===== config.mk =====
export PLATFORM = sky130hd
export DESIGN_NAME = mc_ctrl
export DESIGN_NICKNAME = d
export VERILOG_FILES = /design/src/rtl/mips_pkg.sv /design/src/rtl/mc_outdec.sv /design/src/rtl/mc_ctrl.sv
export SDC_FILE = /design/constraint.sdc
export NUM_CORES = 1
export LEC_CHECK = 0
export ABC_AREA = 1
export BUFFER_PORTS_ARGS = -buffer_cell sky130_fd_sc_hd__buf_4
export CORE_AREA = 3 3 40 42
export CTS_CLUSTER_DIAMETER = 50
export CTS_CLUSTER_SIZE = 25
export DETAILED_ROUTE_END_ITERATION = 8
export DIE_AREA = 0 0 43 45
export PLACE_DENSITY = 0.75
export SYNTH_ARGS = -nofsm -noshare
export SYNTH_HDL_FRONTEND = slang
export SYNTH_SLANG_ARGS = --single-unit

===== constraint.sdc =====
create_clock -name clk -period 2.1 [get_ports clk]
set_clock_uncertainty 0.2 [all_clocks]
set_input_delay 0 -clock clk [delete_from_list [all_inputs] [get_ports clk]]
set_output_delay 0 -clock clk [all_outputs]
set_load 0.005 [all_outputs]

===== src/rtl/mips_pkg.sv =====
// Shared encodings for the multicycle MIPS control path: FSM states, opcodes,
// aluop codes and the control word produced by the state decoder.
package mips_pkg;

  typedef enum logic [3:0] {
    FETCH   = 4'd0,
    DECODE  = 4'd1,
    MEMADR  = 4'd2,
    MEMRD   = 4'd3,
    MEMWB   = 4'd4,
    MEMWR   = 4'd5,
    EXECUTE = 4'd6,
    ALUWB   = 4'd7,
    BRANCH  = 4'd8,
    ADDIEX  = 4'd9,
    ADDIWB  = 4'd10,
    JUMP    = 4'd11
  } mc_state_t;

  localparam logic [5:0] OP_RTYPE = 6'b000000;
  localparam logic [5:0] OP_LW    = 6'b100011;
  localparam logic [5:0] OP_SW    = 6'b101011;
  localparam logic [5:0] OP_BEQ   = 6'b000100;
  localparam logic [5:0] OP_ADDI  = 6'b001000;
  localparam logic [5:0] OP_J     = 6'b000010;

  localparam logic [1:0] ALUOP_ADD   = 2'b00;
  localparam logic [1:0] ALUOP_SUB   = 2'b01;
  localparam logic [1:0] ALUOP_FUNCT = 2'b10;

  localparam logic [1:0] SRCB_REG   = 2'b00;
  localparam logic [1:0] SRCB_FOUR  = 2'b01;
  localparam logic [1:0] SRCB_IMM   = 2'b10;
  localparam logic [1:0] SRCB_IMMSH = 2'b11;

  localparam logic [1:0] PCSRC_ALU    = 2'b00;
  localparam logic [1:0] PCSRC_ALUOUT = 2'b01;
  localparam logic [1:0] PCSRC_JUMP   = 2'b10;

  // Raw per-state control word; irwrite/pcwrite/branch are gated in the top.
  typedef struct packed {
    logic       memwrite;
    logic       irwrite;
    logic       regwrite;
    logic       iord;
    logic       regdst;
    logic       memtoreg;
    logic       alusrca;
    logic [1:0] alusrcb;
    logic [1:0] pcsrc;
    logic [1:0] aluop;
    logic       pcwrite;
    logic       branch;
  } ctrl_word_t;

  function automatic logic is_legal_op(input logic [5:0] op);
    return (op == OP_RTYPE) || (op == OP_LW) || (op == OP_SW) ||
           (op == OP_BEQ) || (op == OP_ADDI) || (op == OP_J);
  endfunction

endpackage


===== src/rtl/mc_outdec.sv =====
// Combinational state-to-control-word decoder for the multicycle controller.
module mc_outdec
  import mips_pkg::*;
(
  input  mc_state_t  state,
  output ctrl_word_t cw
);

  always_comb begin
    cw = '0;
    unique case (state)
      FETCH: begin
        cw.alusrcb = SRCB_FOUR;
        cw.irwrite = 1'b1;
        cw.pcwrite = 1'b1;
      end
      DECODE: cw.alusrcb = SRCB_IMMSH;
      MEMADR: begin
        cw.alusrca = 1'b1;
        cw.alusrcb = SRCB_IMM;
      end
      MEMRD: cw.iord = 1'b1;
      MEMWB: begin
        cw.memtoreg = 1'b1;
        cw.regwrite = 1'b1;
      end
      MEMWR: begin
        cw.iord     = 1'b1;
        cw.memwrite = 1'b1;
      end
      EXECUTE: begin
        cw.alusrca = 1'b1;
        cw.aluop   = ALUOP_FUNCT;
      end
      ALUWB: begin
        cw.regdst   = 1'b1;
        cw.regwrite = 1'b1;
      end
      BRANCH: begin
        cw.alusrca = 1'b1;
        cw.aluop   = ALUOP_SUB;
        cw.pcsrc   = PCSRC_ALUOUT;
        cw.branch  = 1'b1;
      end
      ADDIEX: begin
        cw.alusrca = 1'b1;
        cw.alusrcb = SRCB_IMM;
      end
      ADDIWB: cw.regwrite = 1'b1;
      JUMP: begin
        cw.pcsrc   = PCSRC_JUMP;
        cw.pcwrite = 1'b1;
      end
      default: cw = '0;
    endcase
  end

endmodule


===== src/rtl/mc_ctrl.sv =====
// Multicycle MIPS main control FSM: state register, next-state logic, and the
// mem_ready / zero / reset gating applied to the decoded control word.
module mc_ctrl
  import mips_pkg::*;
(
  input  logic       clk,
  input  logic       rst_n,
  input  logic [5:0] op,
  input  logic       zero,
  input  logic       mem_ready,
  output logic       memwrite,
  output logic       irwrite,
  output logic       regwrite,
  output logic       iord,
  output logic       regdst,
  output logic       memtoreg,
  output logic       alusrca,
  output logic [1:0] alusrcb,
  output logic [1:0] pcsrc,
  output logic [1:0] aluop,
  output logic       pcen,
  output logic       illegal_op
);

  mc_state_t  state_q, state_d;
  ctrl_word_t cw;
  logic       is_fetch;

  always_ff @(posedge clk or negedge rst_n) begin
    if (!rst_n) state_q <= FETCH;
    else        state_q <= state_d;
  end

  always_comb begin
    state_d = state_q;
    unique case (state_q)
      FETCH:   if (mem_ready) state_d = DECODE;
      DECODE: begin
        if      (op == OP_LW || op == OP_SW) state_d = MEMADR;
        else if (op == OP_RTYPE)             state_d = EXECUTE;
        else if (op == OP_BEQ)               state_d = BRANCH;
        else if (op == OP_ADDI)              state_d = ADDIEX;
        else if (op == OP_J)                 state_d = JUMP;
        else                                 state_d = FETCH;
      end
      MEMADR:  state_d = (op == OP_SW) ? MEMWR : MEMRD;
      MEMRD:   if (mem_ready) state_d = MEMWB;
      MEMWB:   state_d = FETCH;
      MEMWR:   if (mem_ready) state_d = FETCH;
      EXECUTE: state_d = ALUWB;
      ALUWB:   state_d = FETCH;
      BRANCH:  state_d = FETCH;
      ADDIEX:  state_d = ADDIWB;
      ADDIWB:  state_d = FETCH;
      JUMP:    state_d = FETCH;
      default: state_d = FETCH;
    endcase
  end

  mc_outdec u_outdec (
    .state (state_q),
    .cw    (cw)
  );

  assign is_fetch = (state_q == FETCH);

  // rst_n gates the enables combinationally so they drop mid-cycle on reset.
  assign memwrite   = rst_n & cw.memwrite;
  assign regwrite   = rst_n & cw.regwrite;
  assign irwrite    = rst_n & cw.irwrite & mem_ready;
  assign pcen       = rst_n & ((cw.pcwrite & (~is_fetch | mem_ready)) |
                               (cw.branch & zero));
  assign illegal_op = rst_n & (state_q == DECODE) & ~is_legal_op(op);

  assign iord     = cw.iord;
  assign regdst   = cw.regdst;
  assign memtoreg = cw.memtoreg;
  assign alusrca  = cw.alusrca;
  assign alusrcb  = cw.alusrcb;
  assign pcsrc    = cw.pcsrc;
  assign aluop    = cw.aluop;

endmodule


; ---- Word-level counts from Yosys, hierarchy flattened
; Index checks and enable logic that the tools add are counted.
[op_classes]
addsub = 0
multipliers = 0
div_mod_pow = 0
n_lt_le_gt_ge = 0
n_eq_ne = 19
shifts = 0
n_mux = 22
n_bitwise = 13
reduce_logical = 14
[op_table]
columns = cell, n
row1 = 4-bit two-way mux, 8
row2 = 4-bit case mux with 7 select lines, 1
row3 = "4-bit by 3-bit equality test with 1-bit output, second input constant", 4
row4 = "4-bit equality test, second input constant", 4
row5 = "6-bit equality test, second input constant", 2
row6 = 1-bit bitwise AND, 9
row7 = 1-bit two-way mux, 9
row8 = "4-bit by 2-bit equality test with 1-bit output, second input constant", 2
row9 = 2-bit case mux with 2 select lines, 2
row10 = "6-bit by 2-bit equality test with 1-bit output, second input constant", 1
row11 = "6-bit by 3-bit equality test with 1-bit output, second input constant", 1
row12 = "6-bit by 4-bit equality test with 1-bit output, second input constant", 1
row13 = 6-bit zero test, 1
row14 = 1-bit logical OR, 6
row15 = "2-bit inequality test, second input constant", 3
row16 = 2-bit case mux with 3 select lines, 1
row17 = 2-bit OR reduction, 3
row18 = "4-bit by 1-bit equality test with 1-bit output, second input constant", 1
row19 = 4-bit zero test, 1
row20 = 4-bit OR reduction, 1
row21 = 3-bit two-way mux, 1
row22 = 3-bit AND reduction, 1
row23 = 3-bit OR reduction, 1
row24 = 1-bit NOT, 2
row25 = 1-bit bitwise OR, 2
[totals]
regBits = 4
latch_bits = 0
mem_bits_rw = 0
rom_bits = 0
inputBits = 10
output_inout_bits = 15
wordCells = 69
mem_count = 0

; ---- Longest topological paths before layout
[depth]
ltp_word = 8
ltp_mapped = 8
ltp_nobuf = 8

; ---- Cells and area by module
; Synthesis repeated with hierarchy kept, for this count alone.
[unflattened]
hier_cells = 119
hier_area_um2 = 626.9
[by_module_without_submodules]
columns = mod, instances, cells_per_inst, area_each_um2, seq_area_each_um2
row1 = mc_ctrl, 1, 82, 462.9, 100.1
row2 = mc_outdec, 1, 37, 163.9, 0.0

; ---- Worst setup path before layout
; OpenSTA, ideal clock, no wires.
[synth_path]
path_type = register to register
startpoint = register state_q[2]
endpoint = register state_q[2]
setup_time_ps = 118
t_arrival_ps = 964
setup_slack_ps = 818
path_stages_with_launch = 9
n_path_buf = 0
synth_period_minus_slack_ps = 1282
path_cell_list = dfrtp_1 inv_1 nand2_1 nor2_1 inv_1 nand3_1 nand2_1 nand2_1 nand2_1
[synth_between]
elab_chain_len = 3
elab_cells_between_ends = 12
classes_between = 9 x eq/ne / 1 x mux / 2 x reduce/logical
[synth_rtl]
columns = item, line_no
row1 = "start, declared", mc_ctrl.sv:25  ; mc_state_t state_q, state_d;
row2 = "start signal, assigned", mc_ctrl.sv:31  ; else state_q <= state_d;
row3 = 4-bit by 3-bit equality test with 1-bit output (tied with other cells), mc_ctrl.sv:36  ; unique case (state_q)
row4 = 2-bit inequality test (no source line), -
row5 = 3-bit AND reduction (no source line), -
; Several ways; a longest one is shown, not always the timed one.
; A chain may end at the register's enable or synchronous reset.

; ---- Final worst setup path
[layout_path]
startpoint = register state_q[0]
endpoint = register state_q[1]
; The elaborated chain is that of the path after synthesis.

==> results.yml <==
floorplan:
  initial_core_util: 0.378
  dieArea_sq_um: 1940
  fp.coreArea_sq_um: 1280
  die-width_um: 43
  die_h_um: 45
  io_pins: 25
  core.rowCount: 13
setup_path:
  cp_data_arrival_time_ns: 1.82
  endpoint: "state_q[1]$_DFFE_PN0P_"
  crit_start: "state_q[0]$_DFFE_PN0P_"
  reg2reg_depth: 6
  rr_endpoint: "state_q[1]$_DFFE_PN0P_"
  cp_max_fo: 5
  cp.depth: 6
  worst-r2r-setup-slack_ns: 0.23
  reg2reg_from: "state_q[0]$_DFFE_PN0P_"
  slowest_stage: "dlygate4sd3_1"
  critical_path.cell_chain: "inv_1 -> nand2_1 -> nor2_1 -> a21oi_1 -> nand3_1 -> dlygate4sd3_1"
  path_class: "reg -> reg"
  crit_buf_inv: 2
  slowest_delay_ns: 0.56
  startpoint_type: "flop"
  crit_required_ns: 2.06
  crit_path_end_kind: "flop"
  cp_top_family: "buffers and inverters"
power:
  switching_share: 0.443
  powerDensity_nw_per_um2: 877
  power_frac_seq: 0.194
  max-vdd-ir-drop_v: 0.000319
  clockPowerShare: 0.137
  p_leak_nw: 0.448
  p_sw_uw: 294
  pwr-share-comb: 0.670
  internal_power_uw: 369
global_routing:
  grt-ovfl-total: 0
  grt_pass1_vias: 571
  grt_max_degree: 7
  grt_usage: 0.151
  antenna_found_initial: 0
  grt_pass1_wl_mm: 2.28
clocking:
  cts_htree_levels: 1
  cts_tree: "built"
  cts_resized: 0
  numCtsBuffers: 3
  clockBufferDepth: 2
  root_buffer: "clkbuf_4"
  cts_num_sinks: 4
  insertion_delay_ns: 0.23
  clkTransAtPathRegs_ns: 0.04
detailed_routing:
  postRouteAntennaNets: 0
  first_pass_iters: 4
  viasPerCell: 4.68
  wl_per_cell_um: 9.42
  num_vias: 669
  totalWireLength_mm: 1.35
  first_iter_violations: 13
  drc: 0
finish:
  drive_above_1_share: 0.227
  nets: 140
  diodes: 0
  top_regs: "state_q (4)"
  largest_reg_flops: 4
  regMostFlops: "state_q"
  syn_to_final_growth_pct: 55.9
  final_cell_area_sq_um: 757
sta:
  period_minus_slack_ns: 1.87
  hold_viol: 0
  setup_tns_ns: 0
  slew_violations: 0
  rsz0062_at_grt: "false"
  setup-violations-final: 0
  relSlewSlack: 0.777
  timing.final.crit_share: 0.889
  worstMarginPinSlew_ns: 0.333
  fmax_mhz: 536
yosys:
  ys_ff_latch: 4
  synth_fp_nets: 106
  ys_warn_count: 0
  synth.yosys.seq_area_share: 0.206
  yosys-top-cells-area: "dfrtp_1, nand2_1, nor2_1"
  yosys.area.top_type: "dfrtp_1"
  syn_avg_cell_area_sq_um: 5.06
  yosys.area.top_type_share: 0.206
  synthCells: 96
  netlist_area_sq_um: 485
  synth_cell_types: 14
place:
  place.gp.congestion: 0.851
  portBuffers: 24
  hpwl_mm: 1.09
  placed_cell_area_sq_um: 684
run:
  cap_violations: 0
worst_hold_path:
  min_path_type: "in -> reg"
outcome:
  status: "complete, no violations"
metrics by stage:
step / setup WS, ns / util / power, mW / std cells / hold WS, ns
finish: 0.233 / 0.589 / 0.664 / 143 / 0.0159
global route: 0.155 / 0.589 / 0.743 / 143 / 0.0740
CTS: 0.266 / 0.589 / 0.664 / 143 / 0.0158
detailed placement: 0.646 / 0.533 / 0.554 / 135 / -0.379
global placement: 0.627 / 0.533 / 0.554 / 135 / -0.378
floorplan: 0.818 / - / 0.381 / 96 / -0.496
worst min path at each step:
stage / slack, ns / to / depth (start not counted) / start
after floorplan: -0.50 / state_q[0]$_DFFE_PN0P_ / 0 / rst_n
after global placement: -0.38 / state_q[1]$_DFFE_PN0P_ / 1 / rst_n
after detailed placement: -0.38 / state_q[0]$_DFFE_PN0P_ / 1 / rst_n
after CTS: 0.02 / state_q[2]$_DFFE_PN0P_ / 6 / op[4]
after global routing: 0.07 / state_q[2]$_DFFE_PN0P_ / 6 / op[4]
final: 0.02 / state_q[2]$_DFFE_PN0P_ / 6 / op[4]
cell type report:
type                       instances  area, sq um
fill                             143          528
multi-input combinational         74          318
timing repair buffer              29          230
sequential                         4          100
inverter                          18         67.6
clock buffer                       3         22.5
tap                               15         18.8
cell usage in the layout (no fill, tap or decap), drive strengths merged, types with 3 or more instances in the layout:
cell type	count
nand2	27
nand3	10
inv	18
clkbuf	3
buf	24
o21ai	5
dfrtp	4
nand4	3
nor2	23
dlygate4sd3	5
cell families after synthesis:
kind of cell           after synthesis  share of synthesized area
and+or+nand+nor                     66                      0.567
buffers and inverters               18                      0.139
DFF                                  4                      0.206
AOI/OAI and AO/OA                    8                     0.0876
synthesized netlist by cell type:
library cell,count
nand2_1,26
nor2_1,23
inv_1,17
nand3_1,10
dfrtp_1,4
o21ai_0,4
nand4_1,3
nor3_1,2
o22ai_1,2
a21oi_1,1
inv_2,1
nand2_2,1
o21ai_1,1
or3_1,1
routing by layer:
layer  up-vias  part of all wire  track usage
li1        365                 -            -
met1       280              0.48        0.194
met2        24              0.46        0.263
met3         0             0.065       0.0279
met4         0                 0       0.0361
met5         -                 0            0
worst register-to-register path: stages (launching register included):
cell and delay, ns:
dfrtp_1 0.40, inv_1 0.06, nand2_1 0.12, nor2_1 0.26
a21oi_1 0.11, nand3_1 0.09, dlygate4sd3_1 0.56
power groups by stage:
stage	Clock [mW]	Combinational (mW)	Sequential [mW]
2_1_floorplan	0	0.256	0.125
3_3_place_gp	0	0.426	0.128
3_5_place_dp	0	0.424	0.130
4_1_cts	0.0903	0.445	0.129
5_1_grt	0.103	0.507	0.133
6_report	0.0907	0.444	0.128
repair_timing:
item                      4_1_cts  5_1_grt
hold buffers                    5        0
hold endpoints to repair        8        0
buffers inserted                0        0
Note: power is estimated with default switching activity, not from simulation.
